**src/rtl/fifo_wr_arbiter.sv**
```systemverilog
// Round-robin arbiter granting NUM_REQ requesters bursts of up to MAX_BURST
// writes into a single FIFO write port, with one dead cycle between grants.
module fifo_wr_arbiter #(
  parameter int NUM_REQ   = 4,
  parameter int DATA_SIZE = 8,
  parameter int MAX_BURST = 4
) (
  input  logic                           wr_clk,
  input  logic                           wr_rst,
  input  logic [NUM_REQ-1:0]             req,
  input  logic [NUM_REQ*DATA_SIZE-1:0]   req_data,
  input  logic                           full,
  output logic                           wr_en,
  output logic [DATA_SIZE-1:0]           wr_data,
  output logic [NUM_REQ-1:0]             ack,
  output logic [$clog2(NUM_REQ)-1:0]     grant_id,
  output logic                           busy
);

  localparam int          IDW = $clog2(NUM_REQ);
  localparam int          CW  = (MAX_BURST > 1) ? $clog2(MAX_BURST) : 1;
  localparam int unsigned NR  = NUM_REQ;

  typedef enum logic {IDLE, BURST} state_t;

  state_t           state_q, state_d;
  logic [IDW-1:0]   owner_q, owner_d;
  logic [IDW-1:0]   rr_ptr_q, rr_ptr_d;
  logic [CW-1:0]    burst_cnt_q, burst_cnt_d;

  logic [DATA_SIZE-1:0] lane [NUM_REQ];
  logic                 req_owner;
  logic                 found;
  logic [IDW-1:0]       pick;
  logic [IDW-1:0]       owner_next;
  int unsigned          idx;

  always_comb begin
    for (int unsigned i = 0; i < NR; i++) begin
      lane[i] = req_data[i*DATA_SIZE +: DATA_SIZE];
    end
  end

  assign req_owner  = req[owner_q];
  assign owner_next = (owner_q == IDW'(NUM_REQ - 1)) ? '0 : owner_q + 1'b1;

  // Circular priority search starting at rr_ptr; first requester found wins.
  always_comb begin
    found = 1'b0;
    pick  = '0;
    idx   = 0;
    for (int unsigned k = 0; k < NR; k++) begin
      idx = (32'(rr_ptr_q) + k) % NR;
      if (!found && req[IDW'(idx)]) begin
        found = 1'b1;
        pick  = IDW'(idx);
      end
    end
  end

  always_comb begin
    state_d     = state_q;
    owner_d     = owner_q;
    rr_ptr_d    = rr_ptr_q;
    burst_cnt_d = burst_cnt_q;
    case (state_q)
      IDLE: begin
        if (found) begin
          state_d     = BURST;
          owner_d     = pick;
          burst_cnt_d = '0;
        end
      end
      BURST: begin
        if (!req_owner) begin
          state_d  = IDLE;
          rr_ptr_d = owner_next;
        end else if (!full) begin
          if (burst_cnt_q == CW'(MAX_BURST - 1)) begin
            state_d     = IDLE;
            rr_ptr_d    = owner_next;
            burst_cnt_d = '0;
          end else begin
            burst_cnt_d = burst_cnt_q + 1'b1;
          end
        end
      end
      default: state_d = IDLE;
    endcase
  end

  always_ff @(posedge wr_clk) begin
    if (wr_rst) begin
      state_q     <= IDLE;
      owner_q     <= '0;
      rr_ptr_q    <= '0;
      burst_cnt_q <= '0;
    end else begin
      state_q     <= state_d;
      owner_q     <= owner_d;
      rr_ptr_q    <= rr_ptr_d;
      burst_cnt_q <= burst_cnt_d;
    end
  end

  assign wr_en    = (state_q == BURST) && req_owner && !full && !wr_rst;
  assign wr_data  = lane[owner_q];
  assign busy     = (state_q == BURST) && !wr_rst;
  assign grant_id = busy ? owner_q : '0;

  always_comb begin
    for (int unsigned i = 0; i < NR; i++) begin
      ack[i] = wr_en && (32'(owner_q) == i);
    end
  end

endmodule
```
**config.mk**
```make
export PLATFORM = sky130hd
export DESIGN_NAME = fifo_wr_arbiter
export DESIGN_NICKNAME = d
export VERILOG_FILES = /design/src/rtl/fifo_wr_arbiter.sv
export SDC_FILE = /design/constraint.sdc
export NUM_CORES = 1
export LEC_CHECK = 0
export BUFFER_PORTS_ARGS = -buffer_cell sky130_fd_sc_hd__buf_4
export CAP_MARGIN = 20
export CORE_MARGIN = 2
export CORE_UTILIZATION = 35
export CTS_BUF_LIST = sky130_fd_sc_hd__clkbuf_16
export DETAILED_ROUTE_END_ITERATION = 12
export HOLD_SLACK_MARGIN = 0.15
export PLACE_DENSITY = 0.7
export SLEW_MARGIN = 10
export SYNTH_ARGS = -nofsm -noshare
export SYNTH_HDL_FRONTEND = slang
export SYNTH_SLANG_ARGS = --single-unit
```
**constraint.sdc**
```tcl
create_clock -name wr_clk -period 2.9 [get_ports wr_clk]
set_input_delay 0.29 -clock wr_clk [delete_from_list [all_inputs] [get_ports wr_clk]]
set_output_delay 0.29 -clock wr_clk [all_outputs]
set_load 0.01 [all_outputs]
```
; Word level (Yosys, flattened, before mapping)
; Cells that the tools add are included.
[op_classes]
n_addsub = 5
n_reduce_logical = 20
muxes = 36
bitwise_logic = 2
n_lt_le_gt_ge = 6
n_eq_ne = 9
[ops]
columns = cell, n
row1 = 2-bit two-way mux, 13
row2 = 8-bit binary-select mux with 2-bit select, 1
row3 = 8-bit two-way mux, 2
row4 = "2-bit by 3-bit < comparator with 1-bit output, second input constant", 5
row5 = 1-bit two-way mux, 13
row6 = 1-bit logical AND, 11
row7 = 1-bit binary-select mux with 2-bit select, 5
row8 = "2-bit by 1-bit adder with 2-bit output, second input constant", 3
row9 = "2-bit equality test, second input constant", 3
row10 = "2-bit != test, second input constant", 3
row11 = 3-bit AND reduction, 2
row12 = 1-bit logical NOT, 5
row13 = "2-bit adder, second input constant", 2
row14 = "2-bit by 1-bit != test with 1-bit output, second input constant", 2
row15 = 2-bit one-hot mux with 2 select lines, 1
row16 = "3-bit greater-or-equal comparator, second input constant", 1
row17 = 2-bit NOT with 3-bit output, 1
row18 = "2-bit by 1-bit equality test with 1-bit output, second input constant", 1
row19 = 2-bit logical NOT, 1
row20 = 1-bit one-hot mux with 2 select lines, 1
row21 = 2-bit AND reduction, 1
row22 = 1-bit NOT, 1
[word_totals]
word_cells = 82
input_bits = 39
regBits = 7
out_inout_bits = 16

; Longest topological paths before layout
[depth]
word_depth = 14
mapped_depth = 6
depth_no_buf = 5

; Worst setup path after synthesis
; OpenSTA, ideal clock, no wires.
[synth_timing]
path_type = reg2out
startpoint = register owner_q[0]
endpoint = output ack[0]
required_ns = 2.610
n_path_buf = 1
path_stages_with_launch = 5
slack_ns = 1.201
t_arrival_ns = 1.409
cell_sequence = dfxtp_1 > buf_4 > mux4_2 > nor4b_2 > and2_1
[synth_between]
elab_chain_cells = 6
elab_cells_between_ends = 7
[synth_lines]
columns = element, line_no
row1 = "start, declared", 27  ; logic [IDW-1:0] owner_q, owner_d;
row2 = "start signal, assigned", 100  ; owner_q <= owner_d;
row3 = 1-bit binary-select mux with 2-bit select, 44  ; assign req_owner = req[owner_q];
row4 = 1-bit two-way mux (not written as such), 44
row5 = 1-bit logical AND (3 in series), 106  ; assign wr_en = (state_q == BURST) && req_owner && !full && !wr_rst;
row6 = named net wr_en, 13  ; output logic wr_en,
row7 = 1-bit logical AND, 113  ; ack[i] = wr_en && (32'(owner_q) == i);
row8 = "end, declared", 15  ; output logic [NUM_REQ-1:0] ack,
; The timed path passes the listed nets, and every way through them passes these cells. The select of a mux whose other input is x is not followed.

; Worst setup path in the final report
[layout_timing]
startpoint = register owner_q[0]
endpoint = output ack[2]
[layout_between]
elab_chain_cells = 6
elab_cells_between_ends = 7
[layout_lines]
columns = element, line_no
row1 = 1-bit binary-select mux with 2-bit select, 44
row2 = 1-bit two-way mux (not written as such), 44
row3 = 1-bit logical AND (3 in series), 106
row4 = 1-bit logical AND (*), 113
; Every way passes the cells marked *; elsewhere a longest branch is shown, timed or not. The select of a mux whose other input is x is not followed.

==> impl_metrics.env <==
export IMPL_status="completed"
export IMPL_fin_skew_ps=0.341
export IMPL_p_leak_nw=0.576
export IMPL_cap_violations=0
export IMPL_wire_per_inst_um=14.0
export IMPL_place_area_um2=1190
export IMPL_synth_nets=119
export IMPL_cts_buffers=3
export IMPL_port_buffers=54
export IMPL_required_ps=2610
export IMPL_hpwlAfterDp_mm=1.82
export IMPL_initial_core_util_pct=37.8
export IMPL_rsz0062_at_grt="false"
export IMPL_die_width_um=50.5
export IMPL_rows=16
export IMPL_hold_path_class="in -> reg"
export IMPL_grt_pass1_vias=796
export IMPL_synthCells=75
export IMPL_ys_warn_count=0
export IMPL_cp_max_fo=8
export IMPL_die_h_um=50.5
export IMPL_path_class="reg -> out"
export IMPL_synthTopCellsByCount="9 x mux4_2, 7 x dfxtp_1, 6 x nor2_1, 5 x ha_1"
export IMPL_syn_area_um2=757
export IMPL_fin_total_pwr_w=0.000507
export IMPL_track_usage_pct=17.8
export IMPL_ys_seq_area_share_pct=18.5
export IMPL_diodes=0
export IMPL_cts_root_buf="clkbuf_16"
export IMPL_cts_max_level=1
export IMPL_grt_max_degree=14
export IMPL_synth_edf_count=0
export IMPL_setup_tns_ps=0
export IMPL_avgSynthCellArea_um2=10.1
export IMPL_slew_viol_final=0
export IMPL_met2_length_mm=1.08
export IMPL_final_nets=176
export IMPL_cts_setup_buffers=0
export IMPL_clkTransAtPathRegs_ps=40
export IMPL_clk_path_buf_depth=2
export IMPL_cts_resized=0
export IMPL_core_area_um2=2000
export IMPL_tightest_slew_ps=459
export IMPL_period_share_pct=75.1
export IMPL_ant_nets=0
export IMPL_relSlewSlack_pct=69.2
export IMPL_avgViaCountPerCell=5.15
export IMPL_synth_cell_type_count=30
export IMPL_vias=814
export IMPL_met1_length_um=820
export IMPL_antenna_found_initial=0
export IMPL_hold_buffers=0
export IMPL_dr_pass1_iters=2
export IMPL_wl_met3_um=271
export IMPL_fillers=176
export IMPL_cts_sinks=7
export IMPL_ios=55
export IMPL_clock_latency_ps=230
export IMPL_synth_most_common_cell="mux4_2"
export IMPL_max_freq_mhz=459
export IMPL_setup_viol=0
export IMPL_final_layout_size_suffix_gt1_share_pct=56.5
export IMPL_synth_seq_cells=7
export IMPL_yosysTopAreaCell="mux4_2"
export IMPL_cts_tree="yes"
export IMPL_dieArea_um2=2550
export IMPL_stdcell_area_um2=1270
export IMPL_finalWirelength_mm=2.21
export IMPL_drc=0
export IMPL_hold_viol=0
export IMPL_synth_top_area_share_pct=26.8
export IMPL_area_delta_synth_final_pct=67.6
export IMPL_crit_path_end_kind="primary output"
export IMPL_async_flop_share_pct=0
export IMPL_dr_max_layer_used="met4"
export IMPL_vdd_drop_max_mv=0.365
export IMPL_final_cells=158
export IMPL_crit_arrival_ps=1890
export IMPL_powerDensity_nw_per_um2=400
export IMPL_drt_initial_drc_count=2
export IMPL_dp_cells=154
export IMPL_min_period_ps=2180
export IMPL_place_gp_congestion=0.729
export IMPL_grt_pass1_wl_mm=3.46
export IMPL_cp_start_kind="flip-flop"
export IMPL_synth_flop_cell="dfxtp_1"
export IMPL_synthTopCellsByArea="mux4_2 27%, dfxtp_1 19%, ha_1 8.3%, mux2i_1 5.3%, and2_1 3.3%"
export IMPL_grt_overflow_total=0
## where the power goes
part	switching [W]	total (W)	leakage, nW	internal (W)
Combinational	0.0000604	0.000159	0.476	0.0000989
Clock	0.0000552	0.000235	0.0423	0.000180
Sequential	0.00000952	0.000113	0.0573	0.000103
Total	0.000125	0.000507	0.576	0.000382
## through the flow
stage	worst slack, ps	utilization [%]	hold slack [ps]
after floorplan	1200	-	456
after detailed placement	903	59.4	477
after global placement	956	59.4	469
after CTS	681	63.4	323
after global routing	597	63.4	337
final	723	63.4	319
## sequential cells by signal, indices dropped and copies added (netlist names)
| signal | count |
|---|---|
| owner_q | 2 |
| rr_ptr_q | 2 |
| burst_cnt_q | 2 |
| state_q | 1 |
## metal layers
layer	global-route usage, %	up-vias
li1	-	392
met1	19.4	373
met2	31.8	44
met3	5.06	5
met4	8.11	0
met5	0	-
## final timing paths
kind	start	end	slack, ps	cells past startpoint
setup reg to reg	owner_q[0]	rr_ptr_q[0]	940	4
hold reg to reg	burst_cnt_q[0]	burst_cnt_q[0]	490	2
hold / removal	wr_rst	burst_cnt_q[0]	320	2
setup / recovery	owner_q[0]	ack[2]	720	4
## kinds of logic (layout without fill, tap and decap cells)
group / after synthesis / count (layout) / synth area share, %
buf+inv: 7 / 63 / 4.30
simple gates: 30 / 30 / 23.6
mux: 15 / 15 / 35.0
flops: 7 / 7 / 18.5
compound gates: 11 / 11 / 10.2
fa+ha+maj: 5 / 5 / 8.26
## placed cells by master (no fill, tap or decap), drive strengths merged, types with 2 or more instances in the layout
cell type,netlist,layout
nor2,6,6
ha,5,5
nor2b,3,3
a211oi,2,2
nand2,3,3
buf,3,56
inv,3,4
clkbuf,1,3
nor3,4,4
a21oi,4,4
mux2,2,2
mux2i,4,4
dfxtp,7,7
nand2b,3,3
and2,4,4
mux4,9,9
## worst max-delay path, cell delays in order (launching register included)
cell     delay (ps)
dfxtp_1         570
mux4_2          570
nor4b_2         200
and2_1          170
buf_4           140
## layout make-up
| cell class | count | area [um^2] | share of cell area (%) |
|---|---|---|---|
| clock inverters | 1 | 3.75 | 0.296 |
| repair buffers | 56 | 420 | 33.1 |
| multi-input cells | 61 | 584 | 46.1 |
| clock buffers | 3 | 75.1 | 5.92 |
| well taps | 27 | 33.8 | 2.66 |
| flip-flops and latches | 7 | 140 | 11.0 |
| inverters | 3 | 11.3 | 0.888 |
Power figures use the tool's default switching activity.
